### src/rtl/mul_ctrl.sv
// Execute-stage sequencer for the 2-cycle multiplier (mul.w / mulh.w / mulh.wu).
// Holds a one-entry product cache so paired low/high requests issue only once.
module mul_ctrl #(
  parameter int CNT_W = 32
) (
  input  logic             clk,
  input  logic             rst,
  input  logic             op_valid,
  input  logic [1:0]       op,
  input  logic [31:0]      src_a,
  input  logic [31:0]      src_b,
  input  logic             is_flush,
  input  logic             is_stall,
  output logic             stall_req,
  output logic             res_valid,
  output logic [31:0]      res,
  output logic             mul_en,
  output logic             mul_signed,
  output logic [31:0]      mul_a,
  output logic [31:0]      mul_b,
  output logic             mul_flush,
  input  logic [63:0]      mul_out,
  input  logic             mul_done,
  output logic [CNT_W-1:0] issue_cnt,
  output logic [CNT_W-1:0] hit_cnt
);

  typedef enum logic [1:0] {
    S_IDLE = 2'd0,
    S_WAIT = 2'd1,
    S_HOLD = 2'd2
  } state_t;

  state_t           r_state;
  logic             r_op_hi;
  logic             r_op_signed;
  logic [31:0]      r_op_a;
  logic [31:0]      r_op_b;
  logic [31:0]      r_res;
  logic             r_res_valid;
  logic             r_c_valid;
  logic             r_c_signed;
  logic [31:0]      r_c_a;
  logic [31:0]      r_c_b;
  logic [63:0]      r_c_prod;
  logic [CNT_W-1:0] r_issue_cnt;
  logic [CNT_W-1:0] r_hit_cnt;

  logic             w_hi;
  logic             w_signed;
  logic             w_key_match;
  logic             w_hit;
  logic             w_accept;

  // Op decode: only mulh.wu is unsigned; reserved 11 behaves as mul.w.
  always_comb begin
    w_hi     = 1'b0;
    w_signed = 1'b1;
    case (op)
      2'b00:   begin w_hi = 1'b0; w_signed = 1'b1; end
      2'b01:   begin w_hi = 1'b1; w_signed = 1'b1; end
      2'b10:   begin w_hi = 1'b1; w_signed = 1'b0; end
      default: begin w_hi = 1'b0; w_signed = 1'b1; end
    endcase
  end

  // The low half is signedness-independent, so mul.w ignores key_signed.
  assign w_key_match = r_c_valid && (r_c_a == src_a) && (r_c_b == src_b);
  assign w_hit       = w_key_match && (!w_hi || (r_c_signed == w_signed));
  assign w_accept    = (r_state == S_IDLE) && op_valid && !is_flush;

  assign mul_en    = w_accept && !w_hit;
  assign mul_flush = is_flush && (r_state == S_WAIT);
  assign stall_req = op_valid && (r_state != S_HOLD) && !is_flush;
  assign res_valid = r_res_valid;
  assign res       = r_res;
  assign issue_cnt = r_issue_cnt;
  assign hit_cnt   = r_hit_cnt;

  // Operand steering: live sources while idle, latched op otherwise.
  always_comb begin
    if (r_state == S_IDLE) begin
      mul_a      = src_a;
      mul_b      = src_b;
      mul_signed = w_signed;
    end else begin
      mul_a      = r_op_a;
      mul_b      = r_op_b;
      mul_signed = r_op_signed;
    end
  end

  // Sequencer; flush outranks completion and retire in every state.
  always_ff @(posedge clk or posedge rst) begin
    if (rst) begin
      r_state     <= S_IDLE;
      r_op_hi     <= 1'b0;
      r_op_signed <= 1'b0;
      r_op_a      <= 32'd0;
      r_op_b      <= 32'd0;
      r_res       <= 32'd0;
      r_res_valid <= 1'b0;
      r_c_valid   <= 1'b0;
      r_c_signed  <= 1'b0;
      r_c_a       <= 32'd0;
      r_c_b       <= 32'd0;
      r_c_prod    <= 64'd0;
      r_issue_cnt <= {CNT_W{1'b0}};
      r_hit_cnt   <= {CNT_W{1'b0}};
    end else if (is_flush) begin
      r_state     <= S_IDLE;
      r_res_valid <= 1'b0;
    end else begin
      case (r_state)
        S_IDLE: begin
          if (w_accept && w_hit) begin
            r_res       <= w_hi ? r_c_prod[63:32] : r_c_prod[31:0];
            r_res_valid <= 1'b1;
            r_hit_cnt   <= r_hit_cnt + {{(CNT_W-1){1'b0}}, 1'b1};
            r_state     <= S_HOLD;
          end else if (w_accept) begin
            r_op_hi     <= w_hi;
            r_op_signed <= w_signed;
            r_op_a      <= src_a;
            r_op_b      <= src_b;
            r_issue_cnt <= r_issue_cnt + {{(CNT_W-1){1'b0}}, 1'b1};
            r_state     <= S_WAIT;
          end else begin
            r_state     <= S_IDLE;
          end
        end
        S_WAIT: begin
          if (mul_done) begin
            r_c_valid   <= 1'b1;
            r_c_signed  <= r_op_signed;
            r_c_a       <= r_op_a;
            r_c_b       <= r_op_b;
            r_c_prod    <= mul_out;
            r_res       <= r_op_hi ? mul_out[63:32] : mul_out[31:0];
            r_res_valid <= 1'b1;
            r_state     <= S_HOLD;
          end else begin
            r_state     <= S_WAIT;
          end
        end
        S_HOLD: begin
          if (!is_stall) begin
            r_res_valid <= 1'b0;
            r_state     <= S_IDLE;
          end else begin
            r_state     <= S_HOLD;
          end
        end
        default: begin
          r_res_valid <= 1'b0;
          r_state     <= S_IDLE;
        end
      endcase
    end
  end

endmodule

### config.mk
export PLATFORM = sky130hd
export DESIGN_NAME = mul_ctrl
export DESIGN_NICKNAME = d
export VERILOG_FILES = /design/src/rtl/mul_ctrl.sv
export SDC_FILE = /design/constraint.sdc
export NUM_CORES = 1
export LEC_CHECK = 0
export CAP_MARGIN = 15
export CORE_ASPECT_RATIO = 1.25
export CORE_MARGIN = 4
export CORE_UTILIZATION = 40
export CTS_BUF_LIST = sky130_fd_sc_hd__clkbuf_4 sky130_fd_sc_hd__clkbuf_8
export DETAILED_ROUTE_END_ITERATION = 10
export PLACE_DENSITY = 0.65
export SLEW_MARGIN = 20
export SYNTH_ARGS = -nofsm -noshare
export SYNTH_HDL_FRONTEND = slang
export SYNTH_SLANG_ARGS = --single-unit
### constraint.sdc
create_clock -name clk -period 12.98 [get_ports clk]
set_input_delay 1.298 -clock clk [delete_from_list [all_inputs] [get_ports clk]]
set_output_delay 1.298 -clock clk [all_outputs]
set_load 0.03 [all_outputs]
; ---- Word level (Yosys, flattened, before mapping)
; Cells that the tools add are included.
; Widths: inputs -> output; s select.
[totals]
reg_bits = 295
input_bits = 136
elab_cells = 74
[op_classes]
eq_ne = 13
bitwise_logic = 2
reduce_logical = 22
addsub = 2
muxes = 21
[op_table]
columns = op, n
row1 = $mux 32, 6
row2 = $add 32x1->32 const B, 2
row3 = $eq 32x32->1, 2
row4 = $pmux 32 s2, 1
row5 = $logic_and 1x1->1, 10
row6 = $reduce_and 3->1, 3
row7 = $mux 1, 8
row8 = $mux 2, 4
row9 = $reduce_and 4->1, 2
row10 = $ne 3x3->1 const B, 2
row11 = $pmux 2 s3, 1
row12 = $eq 2x1->1 const B, 2
row13 = $eq 2x2->1 const B, 2
row14 = $ne 2x2->1 const B, 2
row15 = $logic_not 1->1, 3
row16 = $ne 3x2->1 const B, 1
row17 = $pmux 1 s3, 1
row18 = $logic_not 2->1, 1
row19 = $ne 2x1->1 const B, 1
row20 = $not 1->1, 2
row21 = $reduce_bool 2->1, 1
row22 = $reduce_or 2->1, 1
row23 = $eq 1x1->1, 1
row24 = $logic_or 1x1->1, 1

; ---- Logic depth before layout (Yosys ltp)
; Gate-level depths: netlist of run 1.
[depth]
ltp_word = 10
ltp_mapped = 11
depth_no_buf = 9

; ---- Worst setup path before layout of run 1
; No wires, ideal clock.
[synth_timing]
path_type = input-to-output
startpoint = in op[0]
endpoint = out mul_en
path_stages = 10
setup_slack_ns = 8.850
required_ns = 11.682
n_path_buf = 2
arrival_time_ns = 2.832
cell_sequence = inv_1 -> ha_1 -> xor2_1 -> nor2_1 -> nor4_1 -> nand3_1 -> o21ai_2 -> buf_4 -> buf_4 -> inv_1
[synth_via]
elab_chain_len = 8
word_cells_on_any_way = 11
classes_between = 3 x eq/ne / 2 x mux / 6 x reduce/logical
[synth_lines]
columns = element, line
row1 = start: declaration, 9  ; input logic [1:0] op,
row2 = $eq 2x2->1 / $eq 2x1->1 (equally long branches), 59  ; case (op)
row3 = $reduce_or 2->1 (no line), n/a
row4 = $mux 1, 59
row5 = $logic_not 1->1, 69  ; assign w_hit = w_key_match && (!w_hi || (r_c_signed == w_signed));
row6 = $logic_or 1x1->1 (*), 69
row7 = $logic_and 1x1->1 (*), 69
row8 = $logic_not 1->1 (*), 72  ; assign mul_en = w_accept && !w_hit;
row9 = $logic_and 1x1->1 (*), 72
row10 = end: declaration, 17  ; output logic mul_en,
; Every way passes the cells marked *; elsewhere a longest branch is shown, timed or not.

; ---- Worst setup path after layout of run 1
; Ends and elaborated chain as after synthesis.

==> results of run 1 <==
-- path summary, 6_finish.rpt --
path	from	end	slack, ps	cells after the start
setup / recovery	op[0]	mul_en	6710	10
hold / removal	issue_cnt[31]$_DFFE_PP0P_	issue_cnt[31]$_DFFE_PP0P_	470	1
setup reg to reg	r_c_a[1]$_DFFE_PP0P_	r_op_a[21]$_DFFE_PP0P_	9080	7
hold reg to reg	issue_cnt[31]$_DFFE_PP0P_	issue_cnt[31]$_DFFE_PP0P_	470	1
max in group asynchronous	rst	res[8]$_DFFE_PP0P_	10330	4
min in group asynchronous	rst	r_c_b[9]$_DFFE_PP0P_	1140	2
-- synthesized netlist by cell type (2+ instances only) --
| cell | count | area share |
|---|---|---|
| dfrtp_1 | 295 | 0.52 |
| mux2_2 | 281 | 0.22 |
| xnor2_1 | 87 | 0.053 |
| nand4_1 | 46 | 0.020 |
| nand3_1 | 36 | 0.013 |
| nor2b_1 | 34 | 0.015 |
| xor2_1 | 34 | 0.021 |
| a211oi_1 | 32 | 0.017 |
| a21oi_1 | 32 | 0.011 |
| clkbuf_1 | 32 | 0.0084 |
| mux2i_1 | 32 | 0.022 |
| buf_2 | 23 | 0.0081 |
| nand2_1 | 23 | 0.0060 |
| nor4_1 | 23 | 0.010 |
| nor2_1 | 19 | 0.0050 |
| nand2b_1 | 16 | 0.0070 |
| nor3_1 | 15 | 0.0053 |
| and3_1 | 13 | 0.0057 |
| inv_1 | 12 | 0.0032 |
| mux2_1 | 9 | 0.0071 |
| and2_1 | 5 | 0.0022 |
| and4_1 | 5 | 0.0031 |
| o21ai_0 | 4 | 0.0014 |
| or2_2 | 4 | 0.0018 |
| buf_1 | 3 | 0.00079 |
| buf_4 | 3 | 0.0016 |
| ha_1 | 3 | 0.0026 |
| a221oi_1 | 2 | 0.0012 |
| nor3_2 | 2 | 0.0014 |
-- cell families (layout without fill, tap and decap cells) --
| family | after synthesis | in the layout | share of synthesized area |
|---|---|---|---|
| AND/OR/NAND/NOR | 246 | 246 | 0.0985 |
| flip-flops | 295 | 295 | 0.517 |
| XOR/XNOR | 121 | 121 | 0.0743 |
| AO/OA/AOI/OAI | 76 | 76 | 0.0341 |
| buffers and inverters | 73 | 402 | 0.0220 |
| other | 0 | 1 | 0 |
| adder cells (fa/ha/maj) | 3 | 3 | 0.00263 |
| multiplexers | 322 | 322 | 0.251 |
-- metal layers --
layer	routed length [um]	up-vias
met1	15700	5034
met3	2070	65
met4	1030	0
li1	-	4692
met2	19100	286
met5	0	-
-- metrics by stage --
step | area [sq um] | util | hold slack (ps)
floorplan | 14300 | - | 459
global placement | 17700 | 0.502 | 459
detailed placement | 17700 | 0.502 | 466
CTS | 18700 | 0.530 | 477
global route | 18700 | 0.532 | 484
finish | 18700 | 0.532 | 466
-- sequential cells by signal (all words and copies together), names as in the netlist --
name         count
hit_cnt         32
issue_cnt       32
r_c_a           32
r_c_b           32
r_c_prod        64
r_c_signed       1
r_c_valid        1
r_op_a          32
r_op_b          32
r_op_hi          1
r_op_signed      1
r_state          2
res             32
res_valid        1
-- where the power goes --
part	internal [uW]	switching (uW)	leakage (uW)	total, uW
registers	1150	159	0.00367	1310
clock network	480	358	0.000532	838
logic	461	436	0.00357	897
-- area by class of cell --
class,count,share of cell area
Sequential cell,295,0.394
Multi-Input combinational cell,768,0.353
Timing Repair Buffer,310,0.166
Clock buffer,77,0.0509
Tap cell,474,0.0316
Inverter,12,0.00280
Clock inverter,3,0.00214
Antenna cell,1,0.000134
==> impl_metrics.json, run 1 <==
{
  "status": "finished, final reports clean",
  "grt-ovfl-total": 0,
  "fin_crit_sh": 0.483,
  "cap_violations": 0,
  "ant_nets": 0,
  "grt_use_met1": 0.245,
  "crit_buf_inv": 5,
  "insertion_delay_ps": 570,
  "hold_viol_final": 0,
  "met3_usage": 0.0410,
  "critPathRequiredTime_ps": 11680,
  "crit_chain": "clkdlybuf4s50_1 > inv_1 > ha_2 > buf_4 > nor2_1 > nor4_1 > nand3_1 > o21ai_4 > inv_1 > clkdlybuf4s50_1",
  "core_area_sq_um": 35300,
  "cts_tree": "yes",
  "io_pins": 301,
  "avgSynthCellArea_sq_um": 12.6,
  "grt_pass1_vias": 10700,
  "ys_types": 40,
  "total_power_uw": 3040,
  "nFillCells": 3098,
  "cpPeakStageDelay_ps": 740,
  "htree_levels": 2,
  "drv_slew": 0,
  "grt_usage": 0.194,
  "postSynthNetCount": 1275,
  "fin_crit_ps": 6270,
  "die-area_sq_um": 38800,
  "drive_gt1_frac": 0.264,
  "setup_viol": 0,
  "drt_iter0_markers": 507,
  "antenna_found_initial": 1,
  "vdd_ir_drop_max_mv": 0.0829,
  "relSlewSlack": 0.271,
  "numCtsBuffers": 48,
  "crit_family": "buffers and inverters",
  "layout.nets": 1574,
  "multi_input_area_sq_um": 6610,
  "hold_buffers": 0,
  "place_ws_ps": 6630,
  "dp_cells": 1858,
  "die_x_um": 177,
  "routed_wl_um": 37900,
  "num_vias": 10100,
  "post-cts-setup-buffers": 0,
  "grt_max_degree": 144,
  "numPortBuffers": 300,
  "cts.sinks": 295,
  "first_pass_iters": 5,
  "crit_path_end_kind": "output pin",
  "cts-root-buf": "clkbuf_8",
  "crit_path_max_fanout": 66,
  "setup_tns_ps": 0,
  "synth_flop_cell": "dfrtp_1",
  "layout_setup_ws_ps": 6710,
  "std_cell_rows": 77,
  "ys_warn_count": 0,
  "synth_area_sq_um": 14300,
  "fp.dieH_um": 219,
  "initial_core_util": 0.405,
  "rsz0062_at_grt": "no",
  "grt_use_met2": 0.337,
  "max_freq_mhz": 160,
  "power.density_nw_per_um2": 162,
  "cts-resized-gates": 0,
  "mostFrequentLayoutCell": "clkdlybuf4s50_1",
  "finClkSkew_ps": 33.4,
  "startpoint_type": "primary input",
  "async_flop_share": 1.00,
  "tightest_slew_ps": 1090,
  "post_drt_via_cell_ratio": 5.19,
  "place.gp.congestion": 0.813,
  "busiest_layer": "met2",
  "path_class": "primary input to output pin",
  "cp_slowest_cell": "o21ai_4",
  "final_cell_mix": "clkdlybuf4s50_1 (300), dfrtp_1 (294), mux2_2 (281), xnor2_1 (87), clkbuf_8 (60)",
  "drc": 0,
  "clkTransAtPathRegs_ps": 60,
  "p_leak_uw": 0.00777,
  "regArea_sq_um": 7380,
  "synth_edf_count": 0,
  "synth_seq_cells": 295,
  "min_path_type": "flip-flop to flip-flop",
  "instances_no_fill": 1940,
  "dp_hpwl_um": 26400,
  "wl_per_cell_um": 19.5,
  "syn_to_final_growth_pct": 31.3,
  "syn_inst": 1136,
  "grt_first_pass_wirelength_um": 59900,
  "crit_arrival_ps": 4970,
  "yosysSeqAreaShare": 0.517,
  "cts.path.max_buffers": 3
}
Power figures use the tool's default switching activity.
==> run 2, diff against run 1 <==
--- a/config.mk
+++ b/config.mk
@@ -11,7 +11,7 @@
 export CORE_UTILIZATION = 40
 export CTS_BUF_LIST = sky130_fd_sc_hd__clkbuf_4 sky130_fd_sc_hd__clkbuf_8
 export DETAILED_ROUTE_END_ITERATION = 10
-export PLACE_DENSITY = 0.65
+export PLACE_DENSITY = 0.68
 export SLEW_MARGIN = 20
 export SYNTH_ARGS = -nofsm -noshare
 export SYNTH_HDL_FRONTEND = slang
==> constraint.sdc (replaced) <==
create_clock -name clk -period 5.28 [get_ports clk]
set_input_delay 0.528 -clock clk [delete_from_list [all_inputs] [get_ports clk]]
set_output_delay 0.528 -clock clk [all_outputs]
set_load 0.03 [all_outputs]
==> impl_metrics.json, run 2 (same netlist as run 1, synthesis figures left out) <==
{
  "mostFrequentLayoutCell": "clkdlybuf4s50_1",
  "ant_nets": 0,
  "largest-register": "r_c_prod",
  "initial_core_util": 0.405,
  "cts-root-buf": "clkbuf_8",
  "startpoint_type": "flip-flop",
  "total_power_uw": 7520,
  "hold_buffers": 0,
  "syn_to_final_growth_pct": 31.5,
  "cts.path.max_buffers": 3,
  "p_leak_uw": 0.00778,
  "rsz0062_at_grt": "no",
  "finClkSkew_ps": 34.5,
  "routed_wl_um": 37900,
  "std_cell_rows": 77,
  "htree_levels": 2,
  "status": "finished, final reports clean",
  "max_freq_mhz": 260,
  "min_path_type": "primary input to async pin",
  "antenna_found_initial": 6,
  "fp.dieH_um": 219,
  "grt_usage": 0.192,
  "core_area_sq_um": 35300,
  "nFillCells": 3093,
  "insertion_delay_ps": 590,
  "grt-ovfl-total": 0,
  "layout_setup_ws_ps": 1440,
  "crit_arrival_ps": 3310,
  "post-cts-setup-buffers": 0,
  "crit_path_end_kind": "output pin",
  "numPortBuffers": 300,
  "wl_per_cell_um": 19.4,
  "grt_first_pass_wirelength_um": 59300,
  "drv_slew": 0,
  "tightest_slew_ps": 1130,
  "path_class": "flip-flop to output pin",
  "layout.nets": 1574,
  "grt_pass1_vias": 10700,
  "power.density_nw_per_um2": 401,
  "drc": 0,
  "first_pass_iters": 4,
  "fin_crit_sh": 0.727,
  "place.gp.congestion": 0.850,
  "die-area_sq_um": 38800,
  "clkTransAtPathRegs_ps": 60,
  "drive_gt1_frac": 0.267,
  "drt_iter0_markers": 428,
  "die_x_um": 177,
  "hold-worst-slack_ps": 328,
  "relSlewSlack": 0.246,
  "num_vias": 10100,
  "post_drt_via_cell_ratio": 5.19,
  "final_cell_mix": "clkdlybuf4s50_1 (300), dfrtp_1 (294), mux2_2 (281), xnor2_1 (87), clkbuf_8 (56)",
  "dp_hpwl_um": 26500,
  "cts_tree": "yes",
  "largest_register_ffs": 64,
  "vdd_ir_drop_max_mv": 0.220,
  "fin_crit_ps": 3840,
  "cts-resized-gates": 0,
  "setup_tns_ps": 0,
  "io_pins": 301,
  "grt_max_degree": 142,
  "place_ws_ps": 1380,
  "cts.sinks": 295,
  "numCtsBuffers": 48,
  "critPathRequiredTime_ps": 4750,
  "cap_violations": 0,
  "crit_path_max_fanout": 53,
  "hold_viol_final": 0,
  "setup_viol": 0
}
run 2: cell types whose count changed in the layout (fill, tap and decap cells not counted):
cell,delta
buf_12,+3
clkinvlp_4,+1
inv_6,+3
inv_8,-1
buf_16,-1
diode_2,+2
clkbuf_8,-4
buf_6,-2
clkbuf_4,+6
run 2: final timing paths:
check	depth (start not counted)	end	from	slack, ps
setup / recovery	4	mul_a[25]	r_state[1]$_DFF_PP0_	1440
hold / removal	2	r_c_b[5]$_DFFE_PP0P_	rst	330
setup reg to reg	7	res[23]$_DFFE_PP0P_	r_c_b[2]$_DFFE_PP0P_	2030
hold reg to reg	1	issue_cnt[31]$_DFFE_PP0P_	issue_cnt[31]$_DFFE_PP0P_	470
max in group asynchronous	3	r_c_prod[55]$_DFFE_PP0P_	rst	3710
min in group clk	1	issue_cnt[31]$_DFFE_PP0P_	issue_cnt[31]$_DFFE_PP0P_	470
run 2: area by class of cell:
type	count	area (sq um)	share of cell area
tap	474	593	0.0316
multi-input combinational	768	6610	0.352
inverter	12	48.8	0.00260
antenna	3	7.51	0.000400
clock buffer	79	943	0.0503
sequential	295	7380	0.393
timing repair buffer	310	3120	0.166
clock inverter	6	66.3	0.00353
run 2: power breakdown:
group	switching, uW	total [uW]	leakage [uW]	internal [uW]
Combinational	1080	2210	0.00357	1130
Clock	902	2080	0.000544	1180
Sequential	399	3230	0.00367	2830
Total	2380	7520	0.00778	5140
run 2: metrics by stage:
step                      std cells  utilization  cell area, sq um
final                          1947        0.532             18800
after global routing           1947        0.532             18800
after CTS                      1944        0.532             18800
after detailed placement       1859        0.503             17800
after global placement         1859        0.503             17800
after floorplan                1136            -             14300
run 2: critical path, cell delays in order (launching register included):
cell and delay [ps]:
dfrtp_1 520, nor2_4 450, buf_4 690, mux2_2 410
clkdlybuf4s50_1 630
run 2: layer usage:
layer  global-route usage  vias to the layer above  wire length, um
li1                     -                     4707                -
met1                0.239                     5036            15700
met2                0.325                      276            18700
met3               0.0476                       75             2190
met4               0.0689                        6             1230
met5                    0                        -               42
